File: src/rtl/seg_scan_driver.sv
`default_nettype none
// ============================================================================
// Module   : seg_scan_driver
// Purpose  : Time-multiplexed 7-segment driver with per-digit blink, global
//            blanking and a frame-complete pulse. Define SEG_DP_EN to add
//            the per-digit decimal-point input dp_in.
// Revision : 1.0  initial release
// ============================================================================
module seg_scan_driver #(
   parameter int unsigned DIGITS       = 8,
   parameter int unsigned CLK_HZ       = 100_000_000,
   parameter int unsigned SCAN_HZ      = 1000,
   parameter int unsigned BLINK_HZ     = 2,
   parameter bit          SEG_ACT_HIGH = 1'b1,
   parameter bit          AN_ACT_HIGH  = 1'b1
) (
   input  logic                  clk,
   input  logic                  rst_n,
   input  logic                  load,
   input  logic [4*DIGITS-1:0]   digits_in,
   input  logic [DIGITS-1:0]     blink_mask,
`ifdef SEG_DP_EN
   input  logic [DIGITS-1:0]     dp_in,
`endif
   input  logic                  blank_en,
   output logic [7:0]            seg_out,
   output logic [DIGITS-1:0]     an_out,
   output logic                  frame_done
);

   localparam int unsigned SCAN_DIV   = CLK_HZ / SCAN_HZ;
   localparam int unsigned BLINK_HALF = CLK_HZ / (2 * BLINK_HZ);
   localparam int unsigned DIV_W      = (SCAN_DIV > 1)   ? $clog2(SCAN_DIV)   : 1;
   localparam int unsigned BLK_W      = (BLINK_HALF > 1) ? $clog2(BLINK_HALF) : 1;
   localparam int unsigned IDX_W      = (DIGITS > 1)     ? $clog2(DIGITS)     : 1;

   localparam logic [3:0] CODE_BLANK = 4'hb;

   function automatic logic [7:0] glyph(input logic [3:0] code);
      logic [7:0] s;
      case (code)
         4'h0:    s = 8'hFC;
         4'h1:    s = 8'h60;
         4'h2:    s = 8'hDA;
         4'h3:    s = 8'hF2;
         4'h4:    s = 8'h66;
         4'h5:    s = 8'hB6;
         4'h6:    s = 8'hBE;
         4'h7:    s = 8'hE0;
         4'h8:    s = 8'hFE;
         4'h9:    s = 8'hE6;
         4'ha:    s = 8'h02;
         4'hc:    s = 8'h1A;
         default: s = 8'h00;
      endcase
      return s;
   endfunction

   logic [DIV_W-1:0]    div_cnt_q;
   logic [IDX_W-1:0]    idx_q, idx_d;
   logic [BLK_W-1:0]    blink_cnt_q;
   logic                phase_on_q;
   logic [4*DIGITS-1:0] codes_q, codes_d;
   logic [DIGITS-1:0]   blink_q, blink_d;
   logic [3:0]          cur_code_q, cur_code_d;
   logic                cur_blink_q, cur_blink_d;
   logic [7:0]          seg_q, seg_d;
   logic [DIGITS-1:0]   an_q, an_d;
   logic                frame_q;
   logic                tick, wrap, blink_flip;
   logic                dp_bit;
   logic [7:0]          pattern;

   assign tick       = (div_cnt_q == DIV_W'(SCAN_DIV - 1));
   assign wrap       = (idx_q == IDX_W'(DIGITS - 1));
   assign blink_flip = (blink_cnt_q == BLK_W'(BLINK_HALF - 1));

`ifdef SEG_DP_EN
   logic [DIGITS-1:0] dp_q, dp_d;
   logic              cur_dp_q, cur_dp_d;

   assign dp_d     = load ? dp_in : dp_q;
   assign cur_dp_d = dp_d[idx_d];
   assign dp_bit   = cur_dp_q;

   always_ff @(posedge clk or negedge rst_n) begin
      if (!rst_n) begin
         dp_q     <= '0;
         cur_dp_q <= 1'b0;
      end else begin
         dp_q <= dp_d;
         if (tick) begin
            cur_dp_q <= cur_dp_d;
         end
      end
   end
`else
   assign dp_bit = 1'b0;
`endif

   // A load coinciding with a tick must feed the new slot, so selection
   // reads the post-load shadow value rather than the registered one.
   always_comb begin
      codes_d     = load ? digits_in  : codes_q;
      blink_d     = load ? blink_mask : blink_q;
      idx_d       = wrap ? '0 : idx_q + IDX_W'(1);
      cur_code_d  = codes_d[{idx_d, 2'b00} +: 4];
      cur_blink_d = blink_d[idx_d];
      an_d        = DIGITS'(1) << idx_d;
   end

   always_comb begin
      pattern    = glyph(cur_code_q);
      pattern[0] = dp_bit;
      if (blank_en || (cur_blink_q && !phase_on_q)) begin
         pattern = '0;
      end
      // The tick cycle is the anti-ghosting dead time of the new slot.
      seg_d = tick ? '0 : pattern;
   end

   always_ff @(posedge clk or negedge rst_n) begin
      if (!rst_n) begin
         div_cnt_q   <= '0;
         idx_q       <= '0;
         blink_cnt_q <= '0;
         phase_on_q  <= 1'b1;
         codes_q     <= {DIGITS{CODE_BLANK}};
         blink_q     <= '0;
         cur_code_q  <= CODE_BLANK;
         cur_blink_q <= 1'b0;
         seg_q       <= '0;
         an_q        <= '0;
         frame_q     <= 1'b0;
      end else begin
         codes_q     <= codes_d;
         blink_q     <= blink_d;
         div_cnt_q   <= tick ? '0 : div_cnt_q + DIV_W'(1);
         blink_cnt_q <= blink_flip ? '0 : blink_cnt_q + BLK_W'(1);
         if (blink_flip) begin
            phase_on_q <= ~phase_on_q;
         end
         seg_q   <= seg_d;
         frame_q <= tick && wrap;
         if (tick) begin
            idx_q       <= idx_d;
            an_q        <= an_d;
            cur_code_q  <= cur_code_d;
            cur_blink_q <= cur_blink_d;
         end
      end
   end

   assign seg_out    = seg_q ^ {8{~SEG_ACT_HIGH}};
   assign an_out     = an_q ^ {DIGITS{~AN_ACT_HIGH}};
   assign frame_done = frame_q;

endmodule
`default_nettype wire

File: config.mk
export PLATFORM = sky130hd
export DESIGN_NAME = seg_scan_driver
export DESIGN_NICKNAME = d
export VERILOG_FILES = /design/src/rtl/seg_scan_driver.sv
export SDC_FILE = /design/constraint.sdc
export NUM_CORES = 1
export LEC_CHECK = 0
export CAP_MARGIN = 5
export CORE_MARGIN = 1.5
export CORE_UTILIZATION = 50
export DETAILED_ROUTE_END_ITERATION = 7
export PLACE_DENSITY = 0.73
export SLEW_MARGIN = 20
export SYNTH_ARGS = -nofsm -noshare
export SYNTH_HDL_FRONTEND = slang
export SYNTH_SLANG_ARGS = --single-unit
export TNS_END_PERCENT = 30
File: constraint.sdc
create_clock -name clk -period 3.2 [get_ports clk]
set_input_delay 0.64 -clock clk [delete_from_list [all_inputs] [get_ports clk]]
set_output_delay 0.64 -clock clk [all_outputs]
set_load 0.03 [all_outputs]
* Word-level counts from Yosys, hierarchy flattened
Memory sizes are Yosys's and may differ from the RTL's.
Index checks and enable logic that the tools add are counted.
Widths: inputs -> output; s select.
** Storage, ports and cells
- Bits in registers :: 108
- Memories :: 1
- Word-level logic and storage cells :: 35
- Output and inout port bits :: 17
- Bits in read-only memories :: 112
- Input port bits :: 44
** Memories
- (name not given) :: words 16, width 7, read ports 1, clocked after memory_dff 0, wr ports 0, line 41 : case (code)
** Operators by class
- Multiplexer cells :: 9
- Magnitude comparators :: 1
- Shift-type cells :: 2
- $add $sub $neg :: 3
- Eq/ne operators :: 3
- Reduce and logical (&&, ||, !) cells :: 4
- Bitwise operators :: 1
** Operator list (number)
- $mux 32 :: 1
- $shiftx 32x6->4 :: 1
- $add 25x1->25 const B :: 1
- $eq 25x25->1 const B :: 1
- $mux 25 :: 1
- $mux 8 :: 3
- $add 17x1->17 const B :: 1
- $eq 17x17->1 const B :: 1
- $mux 17 :: 1
- $shl 1x3->8 const A :: 1
- $lt 3x4->1 const B :: 1
- $add 3x1->3 const B :: 1
- $bmux 1 s3 :: 1
- $eq 3x3->1 const B :: 1
- $mux 3 :: 1
- $logic_and 1x1->1 :: 2
- $logic_not 1->1 :: 1
- $logic_or 1x1->1 :: 1
- $mux 1 :: 1
- $not 1->1 :: 1

* Logic depth before layout (Yosys ltp)
- Depth in word-level cells :: 5
- Gate-level depth with buffers :: 8
- Depth with buffers taken out :: 6

* Worst setup path after synthesis
Ideal clock, no wire load.
- Kind :: reg-to-reg
- Start point :: register idx_q[0]
- End point :: register cur_code_q[0]
- Cell stages (with the launch flop) :: 8
- Clock period less this slack :: 2.096 ns
- Setup slack :: 1.104 ns
- Path buffers :: 1
- Arrival :: 2.005 ns
- Library setup time :: 0.091 ns
- Data required time :: 3.109 ns
- Path through :: dfrtp_1 -> ha_1 -> ha_1 -> nor2_1 -> buf_1 -> mux2i_1 -> a22o_1 -> o31ai_1
** On the way
- Longest elaborated chain between the ends :: 3
- Elaborated cells on any way between the ends :: 4
- Classes of those cells :: add/sub (1); eq/ne (1); shift (1); mux (1)
** RTL lines
- from (decl) :: line 60 : logic [IDX_W-1:0] idx_q, idx_d;
- from (signal assigned) :: line 146 : idx_q <= idx_d;
- $add 3x1->3 / $eq 3x3->1 (equally long branches) :: line 106, 75
- $mux 3 (*) :: line 106 : idx_d = wrap ? '0 : idx_q + IDX_W'(1);
- $shiftx 32x6->4 (*) :: line 107 : cur_code_d = codes_d[{idx_d, 2'b00} +: 4];
- to (signal assigned) :: line 148 : cur_code_q <= cur_code_d;
- to (decl) :: line 65 : logic [3:0] cur_code_q, cur_code_d;
Every way passes the cells marked *; elsewhere a longest branch is shown, timed or not.
A chain may end at the register's enable or synchronous reset.

* Final worst setup path
- Start point :: register blink_cnt_q[8]
- End point :: register blink_cnt_q[24]
** On the way
- Longest elaborated chain between the ends :: 2
- Elaborated cells on any way between the ends :: 3
- Classes of those cells :: add/sub (1); eq/ne (1); mux (1)
** RTL lines
- from (decl) :: line 61 : logic [BLK_W-1:0] blink_cnt_q;
- from (signal assigned) :: line 139 : blink_cnt_q <= blink_flip ? '0 : blink_cnt_q + BLK_W'(1);
- $add 25x1->25 / $eq 25x25->1 (equally long branches) :: line 139, 76
- $mux 25 (*) :: line 139
Marks and branches as above.

==> summary.json <==
{
  "outcome": {"value": "finished clean"},
  "num_vias": {"value": 3421},
  "clock_transition_at_the_register_clock_pins_on_the_worst_setup_and_hold_paths_after_cts": {"value": 0.09, "unit": "ns"},
  "cts-htree-levels": {"value": 3},
  "routed_via_density": {"value": 5.413},
  "clock_skew": {"value": 0.01496, "unit": "ns"},
  "critical_path_peak_fanout": {"value": 9},
  "post-dp-hpwl": {"value": 7.111, "unit": "mm"},
  "route.detailed.drc": {"value": 0},
  "first_global_vias": {"value": 3539},
  "final-instance-count-excl-fill": {"value": 632},
  "clkSinkCount": {"value": 107},
  "setup_repair_after_global_routing_missed_its_margin": {"value": "no"},
  "finalHoldViolCount": {"value": 0},
  "synthArstFlopShare": {"value": 100.0, "unit": "%"},
  "detail_route.wl_per_cell": {"value": 15.66, "unit": "um"},
  "cell_pwr_density": {"value": 409.5, "unit": "nW/um^2"},
  "synth_top_flop_cell": {"value": "dfrtp_1"},
  "yosys.area.top_type": {"value": "dfrtp_1"},
  "grt_usage": {"value": 19.56, "unit": "%"},
  "power_leakage": {"value": 2.624, "unit": "nW"},
  "num_io_pins": {"value": 61},
  "setup.worst_path.start": {"value": "blink_cnt_q[8]"},
  "synth_area_per_cell": {"value": 11.56, "unit": "sq um"},
  "synth_seq_cells": {"value": 107},
  "reg2reg_slack": {"value": 0.85, "unit": "ns"},
  "layout_setup_ws": {"value": 0.8528, "unit": "ns"},
  "grt_overflow_total": {"value": 0},
  "antenna_violations_before_repair": {"value": 0},
  "synth.distinct_cells": {"value": 41},
  "grt_start_max_net_pins": {"value": 58},
  "post-place-cells": {"value": 616},
  "path_class": {"value": "reg2reg"},
  "buffer_ports.inserted": {"value": 59},
  "synthesis.instances": {"value": 437},
  "worstMarginPinSlew": {"value": 0.6533, "unit": "ns"},
  "fin_util": {"value": 61.20, "unit": "%"},
  "holdCritPathClass": {"value": "in2async"},
  "floorplan.initialDensity": {"value": 51.70, "unit": "%"},
  "startpoint_kind_of_the_worst_setup_timing_path": {"value": "register"},
  "power.ir.vdd_worst": {"value": 0.3115, "unit": "mV"},
  "clock_latency": {"value": 0.37, "unit": "ns"},
  "detailedPlace.worstSlack": {"value": 0.6594, "unit": "ns"},
  "count_of_inserted_antenna_diode_cells": {"value": 0},
  "slew_violations": {"value": 0},
  "cts_tree": {"value": "yes"},
  "timing.critical_path.required": {"value": 3.45, "unit": "ns"},
  "cts_repair_resize_count": {"value": 0},
  "synth.yosys.seq_area_share": {"value": 53.68, "unit": "%"},
  "gp_congestion": {"value": 0.7920},
  "worst_r2r_startpoint": {"value": "blink_cnt_q[8]"},
  "synth_top_area_share": {"value": 39.12, "unit": "%"},
  "maxSlewHeadroom": {"value": 56.45, "unit": "%"},
  "synth_edf_count": {"value": 0},
  "final_net_count": {"value": 551},
  "critical_path.reg2reg.endpoint": {"value": "blink_cnt_q[24]"},
  "synth.top_cells.by_area": {"value": "dfrtp_1 (39%), dfstp_2 (15%), mux2_2 (9.6%), mux2i_1 (4.2%), ha_1 (3.2%)"},
  "cts_root_buf": {"value": "clkbuf_8"},
  "critical_path_arrival": {"value": 2.60, "unit": "ns"},
  "clock_buffers_created_by_tritoncts": {"value": 9},
  "first_pass_grt_wire_length": {"value": 16.93, "unit": "mm"},
  "std_cell_rows": {"value": 36},
  "area.growth.synth_to_final": {"value": 18.37, "unit": "%"},
  "final.min_clock_period": {"value": 2.347, "unit": "ns"},
  "mappedNetlistArea": {"value": 5054, "unit": "sq um"},
  "finalCritPeriodShare": {"value": 73.35, "unit": "%"},
  "timing.final.setup_violations": {"value": 0},
  "mappedNetlistNets": {"value": 494},
  "tns": {"value": 0, "unit": "ns"},
  "placeableCoreArea": {"value": 9774, "unit": "sq um"},
  "totalPowerFinal": {"value": 2.450, "unit": "mW"},
  "post_cts_buffers": {"value": 0},
  "drv_cap": {"value": 0},
  "first_pass_iteration_count_of_the_detailed_router": {"value": 4},
  "clock_path_buffers": {"value": 2},
  "routed_wire_length": {"value": 9.897, "unit": "mm"},
  "antenna_violating_nets_post_route": {"value": 0},
  "yosys_warnings": {"value": 0},
  "floorplan.die_area": {"value": 10720, "unit": "sq um"},
  "fmax": {"value": 426.0, "unit": "MHz"},
  "dieWidth": {"value": 103.5, "unit": "um"},
  "die_h": {"value": 103.5, "unit": "um"},
  "final_layout_size_suffix_gt1_share": {"value": 20.24, "unit": "%"},
  "critical_path.endpoint_type": {"value": "register"},
  "detailed_route_iter0_violations": {"value": 105},
  "register_to_register_path_depth": {"value": 5},
  "cts_hold_buffers": {"value": 0}
}
## worst max path at each step
stage                 endpoint  depth (start not counted)  slack [ns]
5_1_grt        blink_cnt_q[19]                          5        0.68
4_1_cts        blink_cnt_q[24]                          5        0.80
6_report       blink_cnt_q[24]                          5        0.85
3_5_place_dp     cur_code_q[2]                          6        0.66
2_1_floorplan    cur_code_q[0]                          7        1.10
3_3_place_gp     cur_code_q[3]                          6        0.68
## critical path: stages, from the launching register on
cell	delay, ns
dfrtp_1	0.43
or4b_1	0.56
or4_4	0.45
nor4_4	0.47
buf_4	0.27
a21oi_1	0.05
## layer usage
metal	GRT usage, %	vias up	part of all wire, %
li1	-	1662	-
met1	26.18	1697	47
met2	32.81	52	49
met3	4.028	10	3.0
met4	4.762	0	1.0
met5	0	-	0
## report_power, final
group          leakage (nW)  switching (mW)  internal, mW  total (mW)
Sequential             1.32          0.0132          1.42        1.44
Combinational          1.20          0.0849         0.110       0.194
Clock                 0.103           0.438         0.381       0.819
## cell families after synthesis
| group | synth area share, % |
|---|---|
| and+or+nand+nor | 13.67 |
| DFF | 53.68 |
| AOI/OAI and AO/OA | 8.344 |
| muxes | 13.74 |
| buffers and inverters | 2.426 |
| xor gates and xnor gates | 4.853 |
| adders and majority gates | 3.219 |
| other | 0.07420 |
## synth_stat cells (10+ instances only)
| cell | count |
|---|---|
| o21ai_0 | 29 |
| nand2_1 | 15 |
| mux2_2 | 43 |
| a21oi_1 | 19 |
| dfstp_2 | 28 |
| xor2_1 | 14 |
| clkbuf_1 | 11 |
| ha_1 | 13 |
| o31ai_1 | 10 |
| a22o_1 | 10 |
| nand3_1 | 21 |
| nor2_1 | 30 |
| xnor2_1 | 14 |
| mux2i_1 | 21 |
| dfrtp_1 | 79 |
## per-stage QoR
stage,instance area (sq um),hold slack (ns)
global route,5982,0.3275
CTS,5982,0.2966
detailed placement,5787,0.4824
floorplan,5054,0.3444
global placement,5787,0.4751
finish,5982,0.2824
## final cells by class
type / instances / area (sq um)
inverter: 9 / 33.78
fill: 814 / 3792
timing repair buffer: 66 / 653.1
tap: 133 / 166.4
sequential: 107 / 2713
multi-input combinational: 301 / 2221
clock inverter: 5 / 53.80
clock buffer: 11 / 141.4
## placed cells by master, fill, tap and decap left out, types with 2 or more instances in the layout
cell type        netlist  routed
clkdlybuf4s50_1        0      58
or3_1                  5       5
and2_1                 3       3
inv_1                  9       9
nor3_1                 4       4
nor2_1                30      29
mux2_2                43      43
o21ai_0               29      29
nand3_1               21      21
xnor2_1               14      14
a21oi_1               19      19
ha_1                  13      13
dfrtp_1               79      79
or4_1                  7       7
nor2b_1                4       4
nand4_1                7       7
xor2_1                14      14
or2_2                  2       2
clkinv_2               0       3
clkbuf_8               0      10
o31ai_1               10      10
a22o_1                10      10
dfstp_2               28      28
and3_1                 3       3
nand2_1               15      15
nor4b_1                2       2
and3_2                 2       2
buf_4                  1       7
and4_1                 6       6
mux2i_1               21      21
nand2b_1               8       8
## flip-flops by register name, summed over array words and instances (netlist names)
name and count:
blink_q 8, div_cnt_q 17, an_out 8, idx_q 3
cur_code_q 4, seg_out 7, phase_on_q 1, codes_q 32
blink_cnt_q 25, cur_blink_q 1, frame_done 1
No activity file was read; power rests on OpenSTA's default activity.
==> RTL edit 1 (same settings) <==
Set the parameter `AN_ACT_HIGH` to 1'b0 (it was 1'b1).
--- a/src/rtl/seg_scan_driver.sv
+++ b/src/rtl/seg_scan_driver.sv
@@ -14,3 +14,3 @@
    parameter bit          SEG_ACT_HIGH = 1'b1,
-   parameter bit          AN_ACT_HIGH  = 1'b1
+   parameter bit          AN_ACT_HIGH  = 1'b0
 ) (
Behaviour: not the same (a bounded check fails within 4 cycles, from zero or initial values and one cycle with rst_n low).
==> RTL edit 1 against the original RTL <==
- setup slack worse by 0.075 ns
- cell area grew 1.2%
- power is 2.9% higher
- sequential power is essentially flat
- sequential cell count unchanged
- synthesized area increased by 0.77%
- maximum frequency down 3.1%
- routed wire length grew 0.33%
- critical path type unchanged
- highest routed layer unchanged
==> RTL edit 1: results (changes against the original RTL) <==
Pwr
The largest vdd supply drop is 0.3045 mV (-2.2%). The cell leakage power is 2.644 nW (+0.75%).

Global routing
The global routing met2 resource utilization is 31.32% (-1.5 points). The pin count of the biggest net entering global routing came to 63 (+8.6%). The global-route track usage on met1 was 27.11% (+0.93 points).

The first-pass GRT wire length is 16.97 mm (+0.29%). The via count of the first global-routing pass is 3489 (-1.4%). The total global routing track utilization is 19.55% (about the same).

Yosys
The synthesized area per cell is 11.42 um2 (-1.3%). The part of the Yosys area used for sequential elements is 53.27% (-0.41 points). The number of distinct standard cells referenced by the synthesized netlist is 42 (+2.4%). Yosys attributes the largest share of cell area to sky130_fd_sc_hd__dfrtp_1, sky130_fd_sc_hd__dfstp_2, sky130_fd_sc_hd__mux2_2, sky130_fd_sc_hd__mux2i_1, sky130_fd_sc_hd__ha_1. The synthesized netlist cell count was 446 (+2.1%). The post-synthesis net count is 503 (+1.8%).

Place
The placed wire-length estimate was 7.185 mm (+1.0%). The number of cells after detailed placement was 627 (+1.8%). The worst setup slack after placement is 0.6577 ns (-0.001703 ns). The final RePlAce weighted congestion is 0.8049 (+1.6%). The post-placement cell area is 5834 um2 (+0.82%).

Route
The post-detailed-route via-to-cell ratio is 5.463 (+0.93%). The total length of routed wires is 9.930 mm (+0.33%). The met2 wire length is 4.817 mm (+0.27%).

Layout
The multi-input gate share of the layout cell area is 36.92% (-0.20 points). The count of inverters not on the clock network in the layout is 18 (+9). The number of multi-input combinational cells in the layout is 303 (+0.66%). The number of cells in the finished layout apart from fillers is 643 (+1.7%). The clock buffer count is 10 (-1).

The layout cell share with drive strength beyond 1 is 20.00% (-0.24 points). The non-clock buffer contribution to total cell area is 10.79% (-0.13 points). The area fraction of clock buffers and clock inverters is 3.597% (+0.33 points). The finished layout cell area is 6052 um2 (+1.2%).

Status
The run finished with clean final reports.

Timing
The relative max-transition margin is 47.59% (-8.9 points).

Worst setup path
The critical-path cell with the highest stage delay is sky130_fd_sc_hd__nor4_4. The arrival time reported for the critical path endpoint came to 2.67 ns (+0.07 ns).
RTL edit 1: changes by cell type after synthesis, moves of 2 or more:
cell and delta:
sky130_fd_sc_hd__inv_1 +9, sky130_fd_sc_hd__o21ai_0 -2, sky130_fd_sc_hd__nor2_1 +2, sky130_fd_sc_hd__or3_1 -2
sky130_fd_sc_hd__nor4_1 +2, sky130_fd_sc_hd__xor2_1 +2
RTL edit 1: kinds of logic (layout without fill, tap and decap cells):
family                     count (synthesis)  count (layout)  synth area share (%)
and+or+nand+nor                          127             127                 13.81
DFF                                      107             107                 53.27
AOI/OAI and AO/OA                         69              69                 8.133
muxes                                     64              64                 13.64
buffers and inverters                     36             100                 2.899
xor gates and xnor gates                  29              29                 4.988
adders and majority gates                 13              13                 3.194
other                                      1               1               0.07364
RTL edit 1: power by group through the flow:
stage	combinational, mW	clock, mW	sequential [mW]
floorplan	0.0956	0	1.46
global placement	0.190	0	1.46
detailed placement	0.196	0	1.46
CTS	0.196	0.919	1.44
global route	0.212	0.981	1.44
finish	0.194	0.891	1.44
RTL edit 1: worst paths after layout:
path                            cells past startpoint                     start  slack, ns                        end
max in group asynchronous                           2                     rst_n       2.07      codes_q[25]$_DFF_PN1_
worst min-delay path                                1                     rst_n       0.34    div_cnt_q[14]$_DFF_PN0_
min in group clk                                    1    div_cnt_q[0]$_DFF_PN0_       0.49     div_cnt_q[0]$_DFF_PN0_
worst min register to register                      1    div_cnt_q[0]$_DFF_PN0_       0.49     div_cnt_q[0]$_DFF_PN0_
worst max-delay path                                5  blink_cnt_q[8]$_DFF_PN0_       0.78  blink_cnt_q[21]$_DFF_PN0_
worst max register to register                      5  blink_cnt_q[8]$_DFF_PN0_       0.78  blink_cnt_q[21]$_DFF_PN0_
==> RTL edit 2 (config.mk and constraints unchanged) <==
Made on the original files. Put a register stage on the outputs `seg_out` and `an_out`, with the module's reset. The values now appear one clock later. The other outputs are not delayed to match.
--- a/src/rtl/seg_scan_driver.sv
+++ b/src/rtl/seg_scan_driver.sv
@@ -153,4 +153,11 @@
 
-   assign seg_out    = seg_q ^ {8{~SEG_ACT_HIGH}};
-   assign an_out     = an_q ^ {DIGITS{~AN_ACT_HIGH}};
+   always_ff @(posedge clk or negedge rst_n) begin
+      if (!rst_n) begin
+         seg_out <= '0;
+         an_out  <= '0;
+      end else begin
+         seg_out <= seg_q ^ {8{~SEG_ACT_HIGH}};
+         an_out  <= an_q ^ {DIGITS{~AN_ACT_HIGH}};
+      end
+   end
    assign frame_done = frame_q;
Behaviour: no difference found for any inputs over 10 cycles, from zero or initial values and one cycle with rst_n low; that may be too few to reach the edited logic, so the function may still have changed.
==> RTL edit 2 against the original RTL <==
- routed wire length rose by 5.6%
- sequential cell count rose by 15
- cell area rose by 11%
- sequential power rose by 13%
- clock skew fell by 0.0080 ns
- synthesized area rose by 6.5%
- power rose by 45%
- setup slack got worse by 0.33 ns
==> RTL edit 2: results (changes against the original RTL) <==
Place
The final RePlAce weighted congestion is 0.7975 (+0.69%). The worst setup slack after placement came to 0.5554 ns (-0.1040 ns). The placed wire-length estimate is 7.075 mm (-0.50%).

The number of cells after detailed placement was 635 (+3.1%).

Global routing
The via count of the first global-routing pass is 3715 (+5.0%). The total global routing track utilization is 20.43% (+0.87 points). The pin count of the biggest net entering global routing is 53 (-8.6%). The first-pass GRT wire length came to 17.95 mm (+6.0%).

Clock tree
The CTS buffer count is 17 (+8). The number of buffers on the longest clock path is 2 (unchanged). The clock latency at the later pin of the worst-skew pair is 0.51 ns (+0.14 ns). The post-CTS clock slew at the launch and capture registers of the worst setup and hold paths was 0.06 ns (-0.03 ns). The deepest level of the CTS H-tree is 4 (+1).

Route
The total via count in the routed design is 3542 (+3.5%). The first-pass iteration count of the detailed router is 5 (+1). The total length of routed wires was 10.45 mm (+5.6%). The first-iteration detailed-routing DRC count is 187 (+78%). The routed length per placed instance came to 15.67 um (about the same).

Timing
The maximum clock skew at final layout was 0.006945 ns (-0.008012 ns). The final critical-path share of the clock period is 83.57% (+10 points). The measured slew at the worst slew-check pin was 0.9132 ns (+0.2599 ns).

Worst setup path
In this run the critical register-to-register path is launched from div_cnt_q[0]$_DFF_PN0_. The critical-path cell with the highest stage delay is sky130_fd_sc_hd__or4_1. The end point of the critical path is cur_code_q[2]$_DFFE_PN0N_. The worst setup slack for register-to-register paths came to 0.53 ns (-0.33 ns). The peak fanout along the critical path came to 25 (+16).

Yosys
The part of the Yosys area used for sequential elements is 57.37% (+3.7 points). The number of distinct standard cells referenced by the synthesized netlist is 39 (-4.9%). By count the netlist is led by sky130_fd_sc_hd__dfrtp_1, sky130_fd_sc_hd__nor2_1, sky130_fd_sc_hd__mux2_2.

By area the synthesized netlist is led by sky130_fd_sc_hd__dfrtp_1, sky130_fd_sc_hd__dfstp_2, sky130_fd_sc_hd__mux2_2, sky130_fd_sc_hd__xor2_1, sky130_fd_sc_hd__nor2_1.

Pwr
The largest vdd supply drop is 0.3820 mV (+23%). The switching part of the total power is 22.10% (+0.23 points).

Status
The flow ran to the end, and the final reports show no timing, DRC or antenna violations.

Layout
The count of nets after finishing was 575 (+4.4%). The layout cell share with drive strength beyond 1 is 21.47% (+1.2 points).
-- RTL edit 2: changes by cell type in the layout (fill, tap and decap cells not counted), sizes merged, moves of 5 or more --
cell and delta:
or4 -6, a21oi -8, o21ai -18, a21o +5, o31ai -9, nand2 +17
clkbuf +10, mux2i -5, nor2 +16, xor2 +6, dfrtp +15
-- RTL edit 2: how the worst min path moves through the flow --
| stage | startpoint | to | slack (ns) | depth (start not counted) |
|---|---|---|---|---|
| final | rst_n | blink_cnt_q[15]$_DFF_PN0_ | 0.08 | 1 |
| after global routing | rst_n | blink_cnt_q[16]$_DFF_PN0_ | 0.10 | 1 |
| after CTS | rst_n | blink_cnt_q[21]$_DFF_PN0_ | 0.09 | 1 |
| after detailed placement | seg_q[7]$_DFF_PN0_ | seg_out[7]$_DFF_PN0_ | 0.34 | 0 |
| after global placement | seg_q[3]$_DFF_PN0_ | seg_out[3]$_DFF_PN0_ | 0.34 | 0 |
| after floorplan | seg_q[1]$_DFF_PN0_ | seg_out[1]$_DFF_PN0_ | 0.33 | 0 |
-- RTL edit 2: layer usage --
metal	wire length [um]	track usage (%)	up-vias
li1	-	-	1690
met1	4649	25.90	1764
met2	5249	33.61	78
met3	438	5.957	10
met4	116	6.952	0
met5	0	0	-
-- RTL edit 2: cells by family (layout without fill, tap and decap cells) --
family	after synthesis	in the layout	share of synthesized area, %
other	1	1	0.06967
AO/OA/AOI/OAI	41	41	5.649
AND/OR/NAND/NOR	154	154	14.34
adder cells (fa/ha/maj)	13	13	3.022
XOR/XNOR	38	38	6.183
buffers and inverters	25	106	2.022
multiplexers	56	56	11.34
flip-flops	122	122	57.37
-- RTL edit 2: power by group through the flow --
| stage | Clock (mW) | Sequential, mW | Combinational, mW |
|---|---|---|---|
| after global routing | 1.83 | 1.64 | 0.229 |
| after floorplan | 0 | 1.65 | 0.105 |
| final | 1.72 | 1.63 | 0.208 |
| after global placement | 0 | 1.66 | 0.205 |
| after CTS | 1.76 | 1.64 | 0.213 |
| after detailed placement | 0 | 1.66 | 0.211 |
-- RTL edit 2: layout make-up --
class	instances	area, um2	share of cell area, %
clock inverters	11	98.84	1.484
well taps	136	170.2	2.554
multi-input cells	303	2188	32.85
clock buffers	21	439.2	6.592
flip-flops and latches	122	3088	46.35
inverters	8	30.03	0.4507
repair buffers	66	648.1	9.728
-- RTL edit 2: worst register-to-register path: cells and delay by family, from the launching register on --
family / cells / cell delay, ns
simple gates: 3 / 1.40
fa+ha+maj: 1 / 0.22
compound gates: 2 / 0.59
flops: 1 / 0.39
